`src/rtl/mul_seq.sv`:
```
// mul_seq: iterative shift-add multiplier for RV32M MUL/MULH/MULHSU/MULHU, one multiplier bit per clock.
// Latency: 33 edges from start to done; with MULEARLY_EN defined, h+3 edges (h = top set bit of |b|, 2 if |b|=0).
// Backpressure: start is only accepted while busy=0 (including the done cycle); starts while busy are dropped.
module mul_seq #(
  parameter int XLEN = 32
) (
  input  logic            clk,
  input  logic            rst,
  input  logic [XLEN-1:0] a_in,
  input  logic [XLEN-1:0] b_in,
  input  logic [1:0]      op,
  input  logic            start,
  output logic            busy,
  output logic            done,
  output logic [XLEN-1:0] result
);

  localparam int CW = $clog2(XLEN) + 1;

  typedef enum logic [1:0] {
    IDLE = 2'd0,
    CALC = 2'd1,
    FIX  = 2'd2
  } state_t;

  state_t state, state_nxt;

  logic [XLEN-1:0] mcand;
  logic [XLEN-1:0] mplier;
  logic [XLEN-1:0] acc_hi;
  logic [1:0]      op_q;
  logic            neg_q;
  logic [CW-1:0]   cnt;

  // Operand conditioning: signed operands enter as magnitudes, sign kept aside.
  logic            sa, sb;
  logic            a_neg, b_neg;
  logic [XLEN-1:0] a_mag, b_mag;
  logic            neg_in;

  always_comb begin
    sa     = (op == 2'b01) || (op == 2'b10);
    sb     = (op == 2'b01);
    a_neg  = sa & a_in[XLEN-1];
    b_neg  = sb & b_in[XLEN-1];
    a_mag  = a_neg ? (~a_in + XLEN'(1)) : a_in;
    b_mag  = b_neg ? (~b_in + XLEN'(1)) : b_in;
    neg_in = a_neg ^ b_neg;
  end

  // One iteration: conditional add into the high half, then shift {c,acc_hi,mplier} right.
  logic [XLEN:0]     sum;
  logic [2*XLEN-1:0] step;
  logic [2*XLEN-1:0] prod;
  logic [2*XLEN-1:0] prod_fix;

  always_comb begin
    sum      = mplier[0] ? ({1'b0, acc_hi} + {1'b0, mcand}) : {1'b0, acc_hi};
    step     = {sum, mplier[XLEN-1:1]};
    prod     = {acc_hi, mplier};
    prod_fix = neg_q ? (~prod + (2*XLEN)'(1)) : prod;
  end

`ifdef MULEARLY_EN
  // Low XLEN-cnt bits of mplier are the multiplier bits still to be consumed.
  logic [XLEN-1:0]   rem_mask;
  logic              rem_zero;
  logic [CW-1:0]     shamt;
  logic [2*XLEN-1:0] aligned;

  always_comb begin
    rem_mask = {XLEN{1'b1}} >> cnt;
    rem_zero = ((mplier & rem_mask) == '0);
    shamt    = CW'(XLEN) - cnt;
    aligned  = prod >> shamt;
  end
`endif

  always_comb begin
    state_nxt = state;
    case (state)
      IDLE: begin
        if (start) state_nxt = CALC;
      end
      CALC: begin
`ifdef MULEARLY_EN
        if (rem_zero) state_nxt = FIX;
`else
        if (cnt == CW'(XLEN - 1)) state_nxt = FIX;
`endif
      end
      FIX:     state_nxt = IDLE;
      default: state_nxt = IDLE;
    endcase
  end

  always_ff @(posedge clk or posedge rst) begin
    if (rst) begin
      state <= IDLE;
    end else begin
      state <= state_nxt;
    end
  end

  always_ff @(posedge clk or posedge rst) begin
    if (rst) begin
      mcand  <= '0;
      mplier <= '0;
      acc_hi <= '0;
      op_q   <= '0;
      neg_q  <= 1'b0;
      cnt    <= '0;
      done   <= 1'b0;
      result <= '0;
    end else begin
      done <= 1'b0;
      case (state)
        IDLE: begin
          if (start) begin
            mcand  <= a_mag;
            mplier <= b_mag;
            acc_hi <= '0;
            op_q   <= op;
            neg_q  <= neg_in;
            cnt    <= '0;
          end
        end
        CALC: begin
`ifdef MULEARLY_EN
          if (rem_zero) begin
            {acc_hi, mplier} <= aligned;
          end else begin
            {acc_hi, mplier} <= step;
            cnt              <= cnt + CW'(1);
          end
`else
          {acc_hi, mplier} <= step;
          cnt              <= cnt + CW'(1);
`endif
        end
        FIX: begin
          result <= (op_q == 2'b00) ? prod_fix[XLEN-1:0] : prod_fix[2*XLEN-1:XLEN];
          done   <= 1'b1;
        end
        default: ;
      endcase
    end
  end

  assign busy = (state != IDLE);

endmodule

```
`config.mk`:
```
export PLATFORM = sky130hd
export DESIGN_NAME = mul_seq
export DESIGN_NICKNAME = d
export VERILOG_FILES = /design/src/rtl/mul_seq.sv
export SDC_FILE = /design/constraint.sdc
export NUM_CORES = 1
export LEC_CHECK = 0
export ABC_CLOCK_PERIOD_IN_PS = 6000
export CORE_MARGIN = 10
export CORE_UTILIZATION = 58
export DETAILED_ROUTE_END_ITERATION = 16
export PLACE_DENSITY = 0.81
export SETUP_SLACK_MARGIN = 0.05
export SLEW_MARGIN = 20
export SYNTH_ARGS = -nofsm -noshare
export SYNTH_HDL_FRONTEND = slang
export SYNTH_SLANG_ARGS = --single-unit
```
`constraint.sdc`:
```
create_clock -name clk -period 6 [get_ports clk]
set_input_delay 1.5 -clock clk [delete_from_list [all_inputs] [get_ports clk]]
set_output_delay 1.5 -clock clk [all_outputs]
set_load 0.01 [all_outputs]
```
======== Yosys cells after proc, flatten, opt, wreduce, memory -nomap -nowiden ========
Index checks and enable logic that the tools add are counted.
word-level totals
  word-level logic and storage cells ...... 50
  output and inout port bits .............. 34
  bits of input ports ..................... 69
  flip-flop bits (word level) ............. 140
operators by class
  reductions and logical operators ........ 8
  bitwise gates (word level) .............. 6
  add/sub/neg operators ................... 5
  equality and inequality tests ........... 7
  muxes and demuxes ....................... 15
operators by type and width
  kind                                                                    count
  32-bit two-way mux                                                      5
  32-bit case mux with 2 select lines                                     2
  32-bit by 1-bit adder with 32-bit output (second input constant)        2
  64-bit by 1-bit adder with 64-bit output (second input constant)        1
  64-bit two-way mux                                                      1
  32-bit NOT                                                              2
  64-bit NOT                                                              1
  32-bit by 32-bit adder with 33-bit output                               1
  33-bit two-way mux                                                      1
  6-bit case mux with 2 select lines                                      1
  6-bit by 1-bit adder with 6-bit output (second input constant)          1
  6-bit by 5-bit equality test with 1-bit output (second input constant)  1
  6-bit two-way mux                                                       1
  2-bit AND reduction                                                     3
  2-bit by 1-bit equality test with 1-bit output (second input constant)  2
  2-bit equality test (second input constant)                             2
  2-bit logical NOT                                                       2
  2-bit two-way mux                                                       2
  2-bit != test (second input constant)                                   2
  2-bit case mux with 2 select lines                                      1
  2-bit nonzero test                                                      2
  1-bit bitwise AND                                                       2
  1-bit logical OR                                                        1
  1-bit two-way mux                                                       1
  1-bit bitwise XOR                                                       1

======== Logic depth before layout (Yosys ltp) ========
Gate-level depths: netlist (run 1).
  depth in word-level cells ............... 5
  gate-level depth with buffers ........... 12
  gate-level depth less buffers ........... 11

======== Least setup slack after synthesis (run 1) ========
Ideal clock, no wire load.
  path kind ............................... input to register
  start ................................... input a_in[8]
  end ..................................... register mcand[29]
  arrival time ............................ 3644 ps
  stages .................................. 8
  buffers on the path ..................... 0
  path slack .............................. 2221 ps
  library setup time ...................... 135 ps
  required time ........................... 5865 ps
  cell sequence ........................... or4_1 > nor4_1 > nand3_1 > or3_1 > nor3_1 > a31oi_1 > xnor2_1 > o21ai_0
between the ends
  cells in the longest elaborated chain, start to end .. 3
ends and longest elaborated chain
  item                                      line  RTL
  start: declaration                        9     input logic [XLEN-1:0] a_in,
  32-bit NOT                                46    a_mag = a_neg ? (~a_in + XLEN'(1)) : a_in;
  32-bit by 1-bit adder with 32-bit output  46
  32-bit two-way mux                        46
  end signal: assignment                    120   mcand <= a_mag;
  end: declaration                          28    logic [XLEN-1:0] mcand;
No other way between the ends.
A chain may end at the register's enable or synchronous reset.

======== Worst setup path in the final report (run 1) ========
Ends and elaborated chain as after synthesis.

==> impl_results.md, run 1 <==
- Result of the run: finished clean
- GRT Total Usage: 0.248
- Final Critical Period: about 4.4 ns
- Post-Synth Simple-Gate Area: 0.178
- Count of max-cap constraint violations: 0
- Setup Total Neg Slack: 0 ns
- Share of final-layout standard cells stronger than drive strength 1: 0.0477
- Via count: approximately 9.6k
- Via/cell ratio: ~6.3
- Initial core utilization: 0.586
- Source of the worst register-to-register timing path: mplier[24]
- Startpoint of the tightest hold check path: result[15]
- Most frequent cells in the layout: sky130_fd_sc_hd__o21ai_0, sky130_fd_sc_hd__nand2_1, sky130_fd_sc_hd__dfrtp_1
- Fillers: around 1.4k
- Net count reported at finish: 1,395
- Seq. cell area: around 3500 sq um
- Main area contributors after synthesis: sky130_fd_sc_hd__dfrtp_1, sky130_fd_sc_hd__o21ai_0, sky130_fd_sc_hd__xnor2_1, sky130_fd_sc_hd__xor2_1, sky130_fd_sc_hd__nand2_1
- Floorplan die height: ~150 um
- Number of flops mapped to enable cells by yosys: 0
- Share of total power in sequential cells: 0.319
- Net Count, Synth: 1,337
- CTS H-tree depth: 4
- First-pass GRT wire length: approximately 46,000 um
- Wire length after detailed routing: around 29,000 um
- VDD IR-drop max: 0.276 mV
- Max stage delay cell, worst path: sky130_fd_sc_hd__or4_1
- Die Width: around 150 um
- CTS tree: done
- Slack of the worst reg-to-reg path: 2.65 ns
- # resized after CTS: 0
- Gate count of the mapped netlist: 1,230
- Required time at the endpoint of the critical path: roughly 6.3 ns
- Top-area cell type share of the netlist area: 0.348
- Share of cell area taken by muxes after synthesis: 0.0159
- Critical path, cell by cell: clkdlybuf4s50_1 -> or4_1 -> nor4_1 -> nand3_1 -> or3_1 -> nor3_1 -> a31oi_1 -> xnor2_1 -> o21ai_0
- Min-delay worst type: flip-flop to flip-flop
- Fraction of power consumed by combinational cells: 0.489
- Nature of the critical path startpoint: input port
- Final weighted congestion in routability-driven placement: ~0.95
- Largest delay contributor family on the critical path: simple AND/OR/NAND/NOR gates
- I/O Buffers: between 100 and 150
- Antenna diode instance count: 0
- Number of buffers created by CTS: 17
- Core Area: roughly 17,000 sq um
- Post-CTS Setup Bufs: 0
- Post-placement worst setup slack: between 1 and 1.5 ns
- Launching element of the worst setup path: a_in[8]
- Largest stage delay on the critical path: between 0.6 and 0.7 ns
- Arrival @ worst endpoint: 4.67 ns
- Grt total ovfl: 0
- Share of the cycle needed by the critical path after routing: 0.728
- Iter 0 DRT Violations: 768
- Number of cells on the worst hold path: 2
- Design internal power: just over 3 mW
- Synthesized-area fraction occupied by ao, oa, aoi and oai cells: 0.251
- Number of synthesis warnings: 0
- Final-report setup violation count: 0
- Average instance area after synthesis: between 8 and 9 sq um
- Combined area of all synthesized cells: approximately 10,000 sq um
- Leakage power: 4.87 nW
- Commonest register cell after synthesis: sky130_fd_sc_hd__dfrtp_1
- Upper clock frequency limit: between 200 and 250 MHz
- Fraction of power spent switching nets: 0.447
- Worst path buffer plus inverter count: 1
- Cell Rows: 48
- Portion of the post-synthesis area used by sequential elements: 0.348
- Unrepaired setup endpoints after global routing: false
- Wire length per cell after detailed routing: 18.8 um
- Switching power: 2.51 mW
- Number of antenna violations at the first check in global routing: 0
- Terminus of the critical flop-to-flop path: result[20]
- Clk sinks: 140
- Library cells used by synthesis: 63
- Xor-xnor portion of the synthesized cell area: 0.122
- Cell count of the worst reg-to-reg path: 8
- Boundary Pins: around 100
- Transition time at the pin with the least slew margin: about 1.1 ns
- Deepest clock path buffer count: 2
- Clock slew seen by the registers of the worst setup and hold paths: roughly 0.06 ns
- Number of antenna-violating nets in the routed design: 0
- Die area: about 23,000 sq um
- Final Hold Viols: 0
- Estimated wirelength of the detail-placed design: ~21,000 um
- Root buffer selected by CTS: sky130_fd_sc_hd__clkbuf_16
- Worst clock skew: around 0.008 ns
- Count of hold buffers inserted by post-cts repair: 0
- Fraction of power consumed by the clock network: 0.192
- Largest area contributor in the synthesized netlist: sky130_fd_sc_hd__dfrtp_1
- Max-slew violation total from the final report: 0
- Commonest non-fill, non-tap cell in the layout: sky130_fd_sc_hd__o21ai_0
- Synth async-reset ratio: 1.00
- Number of register bits inferred by synthesis: 140
- Post-route DRC: 0
- Synth Area in Adders: 0.0480
- Power per cell area: 476 nW/um^2
- Largest driver fanout on the critical path: 4
- Worst Setup Path Type: input port to flip-flop
- Clock network latency to the later pin of the worst-skew pair: between 0.4 and 0.5 ns
- Number of global-route vias before repair: 9,154
- Worst setup EP type: flip-flop
- Worst-case setup margin in the final layout: roughly 1.6 ns
- Rel. slew slack: 0.242
- Footprint of the multi-input gates: 6210 sq um
- Largest family of logic cells by synthesized area: compound AO/OA/AOI/OAI gates
- Min-Delay Endpoint: result[15]
- Number of search-and-repair iterations in the first detailed-routing pass: 5
- Maximum number of pins on one net before global-route repair: 109
- Area growth from synthesis to layout: 17.2%
worst register-to-register path: cells and delay by family, from the launching register on:
kind / cells / cell delay [ns]
compound gates: 1 / 0.43
xor+xnor: 1 / 0.10
flops: 1 / 0.48
simple gates: 6 / 2.20
registers in the layout, indices dropped and copies added (netlist names):
register  cells
acc_hi       32
mcand        32
mplier       32
result       32
cnt           6
op_q          2
state         2
done          1
neg_q         1
final cells by class:
| type | count | area share |
|---|---|---|
| Clock buffer | 24 | 0.0417 |
| Clock inverter | 8 | 0.00912 |
| Inverter | 27 | 0.00901 |
| Multi-Input combinational cell | 990 | 0.527 |
| Sequential cell | 140 | 0.297 |
| Tap cell | 225 | 0.0239 |
| Timing Repair Buffer | 112 | 0.0929 |
power by group through the flow:
stage | logic (mW) | clock network [mW] | registers [mW]
after global routing | 3.08 | 1.12 | 1.83
after CTS | 2.72 | 1.08 | 1.78
after floorplan | 2.19 | 0 | 1.57
after global placement | 2.63 | 0 | 1.78
final | 2.74 | 1.08 | 1.79
after detailed placement | 2.68 | 0 | 1.79
cells by family after synthesis:
kind of cell	Yosys count
xor+xnor	140
buf+inv	100
flops	140
fa+ha+maj	38
simple gates	376
compound gates	420
mux	16
how the worst max path moves through the flow:
| stage | cells after the start | endpoint | slack [ns] |
|---|---|---|---|
| final | 9 | mcand[29] | 1.63 |
| after global routing | 8 | mplier[29] | 1.35 |
| after global placement | 9 | mcand[29] | 1.33 |
| after floorplan | 1 | acc_hi[0] | 0.75 |
| after CTS | 9 | mcand[29] | 1.63 |
| after detailed placement | 9 | mcand[29] | 1.19 |
synth_stat cells, types with 19 or more instances:
| cell | instances |
|---|---|
| sky130_fd_sc_hd__o21ai_0 | 159 |
| sky130_fd_sc_hd__dfrtp_1 | 140 |
| sky130_fd_sc_hd__clkbuf_1 | 68 |
| sky130_fd_sc_hd__xnor2_1 | 70 |
| sky130_fd_sc_hd__ha_1 | 37 |
| sky130_fd_sc_hd__nand2_1 | 150 |
| sky130_fd_sc_hd__a21oi_1 | 98 |
| sky130_fd_sc_hd__nand3_1 | 38 |
| sky130_fd_sc_hd__inv_1 | 27 |
| sky130_fd_sc_hd__xor2_1 | 70 |
| sky130_fd_sc_hd__nor3_1 | 26 |
| sky130_fd_sc_hd__nor2_1 | 63 |
| sky130_fd_sc_hd__a31oi_1 | 19 |
| sky130_fd_sc_hd__o31ai_1 | 23 |
| sky130_fd_sc_hd__a22oi_1 | 30 |
layer usage:
metal	up-vias	global-route usage	routed length, um
li1	4575	-	-
met1	4638	0.315	12100
met2	353	0.416	14000
met3	61	0.0428	1830
met4	0	0.0891	784
met5	-	0	0
stage by stage:
| stage | std cells | util | area, sq um | power, mW | hold slack, ns |
|---|---|---|---|---|---|
| after floorplan | 1230 | - | 10100 | 3.75 | 0.450 |
| after global placement | 1494 | 0.652 | 11200 | 4.41 | 0.458 |
| after detailed placement | 1494 | 0.652 | 11200 | 4.47 | 0.464 |
| after CTS | 1526 | 0.687 | 11800 | 5.58 | 0.478 |
| after global routing | 1526 | 0.687 | 11800 | 6.03 | 0.514 |
| final | 1526 | 0.687 | 11800 | 5.61 | 0.474 |
(Power assumes the default switching activity.)
==> run 2, diff against run 1 <==
--- a/config.mk
+++ b/config.mk
@@ -5,7 +5,7 @@
 export SDC_FILE = /design/constraint.sdc
 export NUM_CORES = 1
 export LEC_CHECK = 0
-export ABC_CLOCK_PERIOD_IN_PS = 6000
+export ABC_CLOCK_PERIOD_IN_PS = 4510
 export CORE_MARGIN = 10
 export CORE_UTILIZATION = 58
 export DETAILED_ROUTE_END_ITERATION = 16
==> constraint.sdc (replaced) <==
create_clock -name clk -period 4.51 [get_ports clk]
set_input_delay 1.1275 -clock clk [delete_from_list [all_inputs] [get_ports clk]]
set_output_delay 1.1275 -clock clk [all_outputs]
set_load 0.01 [all_outputs]
==> run 2 against run 1 <==
Setup slack worse by 0.81 ns. Clock-buffer cell count shrank 4. Largest cell class unchanged. Sequential share of layout area decreased by 0.23 points. Largest power group unchanged. Total power increased by 34%. Non-clock buffer count is 6 higher. First-iteration DRC count is 23% higher. Final area increased by 0.78%. Combinational power increased by 33%. Flip-flop and latch count stayed put. Die area stayed put.
==> impl_results.md, run 2 (synthesis results as in run 1) <==
- Min-delay worst type: flip-flop to flip-flop
- I/O Buffers: 102 (unchanged)
- GRT Total Usage: 0.245 (-0.00361)
- Worst Setup Path Type: input port to flip-flop
- Final Critical Period: about 3.7 ns
- Utilization of the core after routing: 0.692 (+0.00539)
- Share of total power in sequential cells: 0.317 (-0.002)
- Via count: 9,530 (-1.0%)
- Fin Hold WS: 0.478 ns (+0.00347 ns)
- Power per cell area: 633 nW/um^2 (+33%)
- Die area: 23,000 sq um (unchanged)
- Count of max-cap constraint violations: 0 (unchanged)
- Arrival @ worst endpoint: 3.97 ns (-0.70 ns)
- Share of the cycle needed by the critical path after routing: 0.817
- Unrepaired setup endpoints after global routing: false
- Leakage power: 4.90 nW (+0.61%)
- Transition time at the pin with the least slew margin: 1.00 ns (-0.132 ns)
- Net count reported at finish: 1,401 (+0.43%)
- # resized after CTS: 0 (unchanged)
- CTS H-tree depth: 4 (unchanged)
- Iter 0 DRT Violations: 941 (+23%)
- Result of the run: finished clean
- First-pass GRT wire length: 45,700 um (-0.91%)
- Fraction of power consumed by combinational cells: 0.484 (-0.005)
- Share of final-layout standard cells stronger than drive strength 1: 0.0543 (+0.00667)
- Fraction of power consumed by the clock network: 0.198 (+0.006)
- Clock slew seen by the registers of the worst setup and hold paths: 0.06 ns (about the same)
- Most frequent cells in the layout: sky130_fd_sc_hd__o21ai_0, sky130_fd_sc_hd__nand2_1, sky130_fd_sc_hd__dfrtp_1
- Count of hold buffers inserted by post-cts repair: 0 (unchanged)
- Final-report setup violation count: 0 (unchanged)
- Count of non-filler cells in the finished layout: 1,532 (+0.39%)
- Final weighted congestion in routability-driven placement: 0.934 (-1.2%)
- Nature of the critical path startpoint: input port
- Final Power: 7.53 mW (+34%)
- Fillers: 1,412 (-2.6%)
- Worst setup EP type: flip-flop
- Max-slew violation total from the final report: 0 (unchanged)
- Grt total ovfl: 0 (unchanged)
- Wire length after detailed routing: 28,400 um (-1.1%)
- Design internal power: 4.18 mW (+35%)
- Wire length per cell after detailed routing: 18.5 um (-1.5%)
- Number of buffers created by CTS: 17 (unchanged)
- Upper clock frequency limit: between 200 and 300 MHz
- Estimated wirelength of the detail-placed design: 20,600 um (about the same)
- Antenna diode instance count: 0 (unchanged)
- Die Width: 152 um (unchanged)
- Fraction of power spent switching nets: 0.445 (-0.00179)
- Number of cells in the design after placement: 1,500 (+0.40%)
- Maximum number of pins on one net before global-route repair: 115 (+5.5%)
- Rel. slew slack: 0.331 (+0.0896)
- Clk sinks: 140 (unchanged)
- Cell Rows: 48 (unchanged)
- Largest driver fanout on the critical path: 4 (unchanged)
- Boundary Pins: 103 (unchanged)
- Initial core utilization: 0.586 (unchanged)
- Via/cell ratio: 6.22 (-1.4%)
- Deepest clock path buffer count: 2 (unchanged)
- Root buffer selected by CTS: sky130_fd_sc_hd__clkbuf_16
- Required time at the endpoint of the critical path: 4.80 ns (-1.50 ns)
- VDD IR-drop max: 0.406 mV (+47%)
- Floorplan die height: 152 um (unchanged)
- Number of global-route vias before repair: 9,101 (-0.58%)
- Core Area: 17,200 sq um (unchanged)
- Setup Total Neg Slack: 0 ns (unchanged)
- Switching power: 3.35 mW (+34%)
- Post-CTS Setup Bufs: 0 (unchanged)
- Commonest non-fill, non-tap cell in the layout: sky130_fd_sc_hd__o21ai_0
- Number of search-and-repair iterations in the first detailed-routing pass: 6 (+1)
- Final Hold Viols: 0 (unchanged)
- Area growth from synthesis to layout: 18.1%
- Clock network latency to the later pin of the worst-skew pair: 0.44 ns (about the same)
- Number of antenna violations at the first check in global routing: 0 (unchanged)
- CTS tree: done
- Worst clock skew: 0.00938 ns (+0.00136 ns)
- Number of antenna-violating nets in the routed design: 0 (unchanged)
- Post-route DRC: 0 (unchanged)
run 2: cell count changes in the layout (fill, tap and decap cells not counted), sizes merged:
| cell | before | now |
|---|---|---|
| bufinv | 2 | 3 |
| clkinv | 4 | 2 |
| clkbuf | 24 | 20 |
| inv | 28 | 29 |
| buf | 10 | 16 |
| clkinvlp | 1 | 5 |
run 2: layer usage:
layer | vias to the layer above | wire length, um | GRT usage
met2 | 319 | 14000 | 0.414
met5 | - | 0 | 0
li1 | 4589 | - | -
met4 | 0 | 553 | 0.0686
met3 | 48 | 1800 | 0.0502
met1 | 4574 | 12000 | 0.309
run 2: power by group through the flow:
stage	Clock [mW]	Sequential [mW]	Combinational [mW]
detailed placement	0	2.38	3.56
global placement	0	2.37	3.48
global route	1.55	2.44	4.08
floorplan	0	2.08	2.91
CTS	1.49	2.37	3.61
finish	1.49	2.39	3.65
run 2: worst paths after layout:
path,startpoint,endpoint,slack (ns),depth (start not counted)
worst max-delay path,a_in[8],mcand[30],0.83,10
worst min-delay path,result[30],result[30],0.48,2
worst max register to register,mplier[9],result[3],1.23,8
worst min register to register,result[30],result[30],0.48,2
max in group asynchronous,rst,mplier[2],2.48,3
min in group asynchronous,rst,mcand[18],1.20,2
run 2: worst max-delay path, stage by stage:
cell                              delay [ns]
sky130_fd_sc_hd__clkdlybuf4s50_1        0.45
sky130_fd_sc_hd__or4_1                  0.63
sky130_fd_sc_hd__nor4_1                 0.22
sky130_fd_sc_hd__buf_4                  0.18
sky130_fd_sc_hd__nand3_1                0.10
sky130_fd_sc_hd__or3_1                  0.39
sky130_fd_sc_hd__nor3_1                 0.42
sky130_fd_sc_hd__a21oi_1                0.16
sky130_fd_sc_hd__xnor2_1                0.20
sky130_fd_sc_hd__o21ai_0                0.09
run 2: final cells by class:
class / instances / area [sq um] / area share
inverters: 27 / 105 / 0.00884
flip-flops and latches: 140 / 3500 / 0.295
well taps: 225 / 282 / 0.0237
repair buffers: 118 / 1150 / 0.0970
clock inverters: 12 / 160 / 0.0135
clock buffers: 20 / 467 / 0.0392
multi-input cells: 990 / 6220 / 0.523
run 2: per-stage QoR:
stage | worst slack, ns | cell area (sq um)
floorplan | 1.10 | 10100
global placement | 0.457 | 11300
detailed placement | 0.377 | 11300
CTS | 0.814 | 11900
global route | 0.479 | 11900
finish | 0.825 | 11900
==> run 3, diff against run 2 <==
--- a/config.mk
+++ b/config.mk
@@ -5,7 +5,7 @@
 export SDC_FILE = /design/constraint.sdc
 export NUM_CORES = 1
 export LEC_CHECK = 0
-export ABC_CLOCK_PERIOD_IN_PS = 4510
+export ABC_CLOCK_PERIOD_IN_PS = 3600
 export CORE_MARGIN = 10
 export CORE_UTILIZATION = 58
 export DETAILED_ROUTE_END_ITERATION = 16
==> constraint.sdc (replaced) <==
create_clock -name clk -period 3.6 [get_ports clk]
set_input_delay 0.9 -clock clk [delete_from_list [all_inputs] [get_ports clk]]
set_output_delay 0.9 -clock clk [all_outputs]
set_load 0.01 [all_outputs]
==> run 3 against run 2 <==
Clock skew down 0.0022 ns. Wire length up 0.67%. Utilization up 1.3 points. Die area unchanged. First-iteration DRC count down 8.1%. Sequential share of layout area down 0.55 points. Critical path depth down 2. Register-to-register slack worse by 0.93 ns. Sequential power up 22%. Via count up 1.9%. Critical path type is now flip-flop to flip-flop. Largest power group unchanged.
==> impl_results.md, run 3 (synthesis results as in run 1) <==
- Result of the run: finished clean
- Worst path buffer plus inverter count: 0 (-2)
- Maximum number of pins on one net before global-route repair: 78 (-32%)
- Fraction of power consumed by the clock network: 0.207 (+0.009)
- Final Hold Viols: 0 (unchanged)
- Net count reported at finish: 1,425 (+1.7%)
- Via/cell ratio: 6.24 (+0.36%)
- Share of total power in sequential cells: 0.305 (-0.012)
- CTS H-tree depth: 4 (unchanged)
- Fraction of power consumed by combinational cells: 0.488 (+0.004)
- Design internal power: 5.39 mW (+29%)
- Cell Rows: 48 (unchanged)
- # resized after CTS: 0 (unchanged)
- Worst clock skew: 0.00722 ns (-0.00216 ns)
- Max-slew violation total from the final report: 0 (unchanged)
- Wire length per cell after detailed routing: 18.4 um (-0.88%)
- Number of search-and-repair iterations in the first detailed-routing pass: 6 (unchanged)
- Fraction of power spent switching nets: 0.436 (-0.00827)
- Die area: 23,000 sq um (unchanged)
- Number of antenna violations at the first check in global routing: 0 (unchanged)
- Initial core utilization: 0.586 (unchanged)
- Clock slew seen by the registers of the worst setup and hold paths: 0.06 ns (about the same)
- Count of max-cap constraint violations: 0 (unchanged)
- Grt total ovfl: 0 (unchanged)
- Share of the cycle needed by the critical path after routing: 0.917
- Post-route DRC: 0 (unchanged)
- Final-report setup violation count: 0 (unchanged)
- Max stage delay cell, worst path: sky130_fd_sc_hd__or4_1
- Required time at the endpoint of the critical path: 3.89 ns (-0.91 ns)
- Commonest non-fill, non-tap cell in the layout: sky130_fd_sc_hd__o21ai_0
- Min-delay worst type: flip-flop to flip-flop
- Number of antenna-violating nets in the routed design: 0 (unchanged)
- Worst setup EP type: flip-flop
- Most frequent cells in the layout: sky130_fd_sc_hd__o21ai_0, sky130_fd_sc_hd__nand2_1, sky130_fd_sc_hd__dfrtp_1
- Final weighted congestion in routability-driven placement: 0.928 (-0.67%)
- Boundary Pins: 103 (unchanged)
- Largest stage delay on the critical path: 0.62 ns (about the same)
- Unrepaired setup endpoints after global routing: false
- Core Area: 17,200 sq um (unchanged)
- Iter 0 DRT Violations: 865 (-8.1%)
- Final Critical Period: around 3.3 ns
- I/O Buffers: 102 (unchanged)
- Share of final-layout standard cells stronger than drive strength 1: 0.0714 (+0.0171)
- Critical path, cell by cell: or4_1 -> or4_1 -> nor3_2 -> nand4_1 -> o21ai_1 -> xnor2_1 -> o21ai_0 -> nand2_1
- Die Width: 152 um (unchanged)
- Clock network latency to the later pin of the worst-skew pair: 0.43 ns (about the same)
- Number of cells in the design after placement: 1,524 (+1.6%)
- Area growth from synthesis to layout: 20.4%
- Upper clock frequency limit: ~300 MHz
- VDD IR-drop max: 0.471 mV (+16%)
- Nature of the critical path startpoint: flip-flop
- Largest delay contributor family on the critical path: simple AND/OR/NAND/NOR gates
- Largest driver fanout on the critical path: 6 (+2)
- Count of hold buffers inserted by post-cts repair: 0 (unchanged)
- Floorplan die height: 152 um (unchanged)
- Number of buffers created by CTS: 17 (unchanged)
- GRT Total Usage: 0.249 (+0.00411)
- Most frequent CP cell: sky130_fd_sc_hd__or4_1
- Antenna diode instance count: 0 (unchanged)
- Root buffer selected by CTS: sky130_fd_sc_hd__clkbuf_16
- Deepest clock path buffer count: 2 (unchanged)
- Fillers: 1,392 (-1.4%)
- Count of non-filler cells in the finished layout: 1,556 (+1.6%)
- Clk sinks: 140 (unchanged)
- Arrival @ worst endpoint: 3.59 ns (-0.38 ns)
- Worst-case setup margin in the final layout: 0.300 ns (-0.525 ns)
- First-pass GRT wire length: 46,400 um (+1.4%)
- Worst Setup Path Type: flip-flop to flip-flop
- Power per cell area: 789 nW/um^2 (+25%)
- Wire length after detailed routing: 28,600 um (+0.67%)
- Post-placement worst setup slack: 0.0426 ns (-0.334 ns)
- Estimated wirelength of the detail-placed design: 20,900 um (+1.4%)
- Transition time at the pin with the least slew margin: 0.938 ns (-0.0647 ns)
- Via count: 9,714 (+1.9%)
- Switching power: 4.17 mW (+25%)
- Post-CTS Setup Bufs: 0 (unchanged)
- Number of global-route vias before repair: 9,277 (+1.9%)
- Leakage power: 5.05 nW (+3.0%)
- CTS tree: done
- Rel. slew slack: 0.372 (+0.0403)
- Setup Total Neg Slack: 0 ns (unchanged)
-- run 3: cell count changes in the layout (fill, tap and decap cells not counted) --
cell and change:
sky130_fd_sc_hd__buf_4 +22, sky130_fd_sc_hd__buf_12 +2, sky130_fd_sc_hd__bufinv_16 +2, sky130_fd_sc_hd__clkbuf_8 -2, sky130_fd_sc_hd__clkinv_2 +1, sky130_fd_sc_hd__inv_6 -1, sky130_fd_sc_hd__nand2_4 +1, sky130_fd_sc_hd__nand2_8 -1
-- run 3: layout make-up --
type / count / area [sq um] / area share
Clock buffer: 18 / 439 / 0.0362
Clock inverter: 14 / 216 / 0.0179
Inverter: 27 / 105 / 0.00867
Multi-Input combinational cell: 990 / 6210 / 0.513
Sequential cell: 140 / 3500 / 0.289
Tap cell: 225 / 282 / 0.0232
Timing Repair Buffer: 142 / 1360 / 0.112
-- run 3: worst min-delay path, stage by stage, from the launching register on --
cell	delay, ns
sky130_fd_sc_hd__dfrtp_1	0.34
sky130_fd_sc_hd__nand2_1	0.04
sky130_fd_sc_hd__o21ai_0	0.06
-- run 3: path summary, 6_finish.rpt --
| path | from | end | slack [ns] | cells after the start |
|---|---|---|---|---|
| setup reg to reg | acc_hi[8] | result[30] | 0.30 | 8 |
| max in group asynchronous | rst | result[17] | 1.87 | 3 |
| hold / removal | result[1] | result[1] | 0.48 | 2 |
| min in group asynchronous | rst | mcand[9] | 0.90 | 2 |
| setup / recovery | acc_hi[8] | result[30] | 0.30 | 8 |
| hold reg to reg | result[1] | result[1] | 0.48 | 2 |
-- run 3: metrics by stage --
step	total power, mW	utilization	hold slack, ns	instance area [sq um]
finish	9.56	0.706	0.478	12100
global placement	7.39	0.667	0.458	11500
floorplan	6.26	-	0.450	10100
global route	10.3	0.706	0.496	12100
detailed placement	7.48	0.667	0.469	11500
CTS	9.50	0.706	0.484	12100
-- run 3: power by group through the flow --
stage | Clock [mW] | Combinational, mW | Sequential [mW]
finish | 1.98 | 4.67 | 2.91
global route | 2.06 | 5.24 | 2.99
CTS | 1.98 | 4.62 | 2.90
detailed placement | 0 | 4.57 | 2.91
global placement | 0 | 4.48 | 2.90
floorplan | 0 | 3.64 | 2.61
-- run 3: metal layers --
metal  part of all wire  vias up  global-route usage
met3              0.073       53              0.0523
met4              0.025        0              0.0882
met5                  0        -                   0
met2               0.48      392               0.400
li1                   -     4650                   -
met1               0.42     4619               0.324
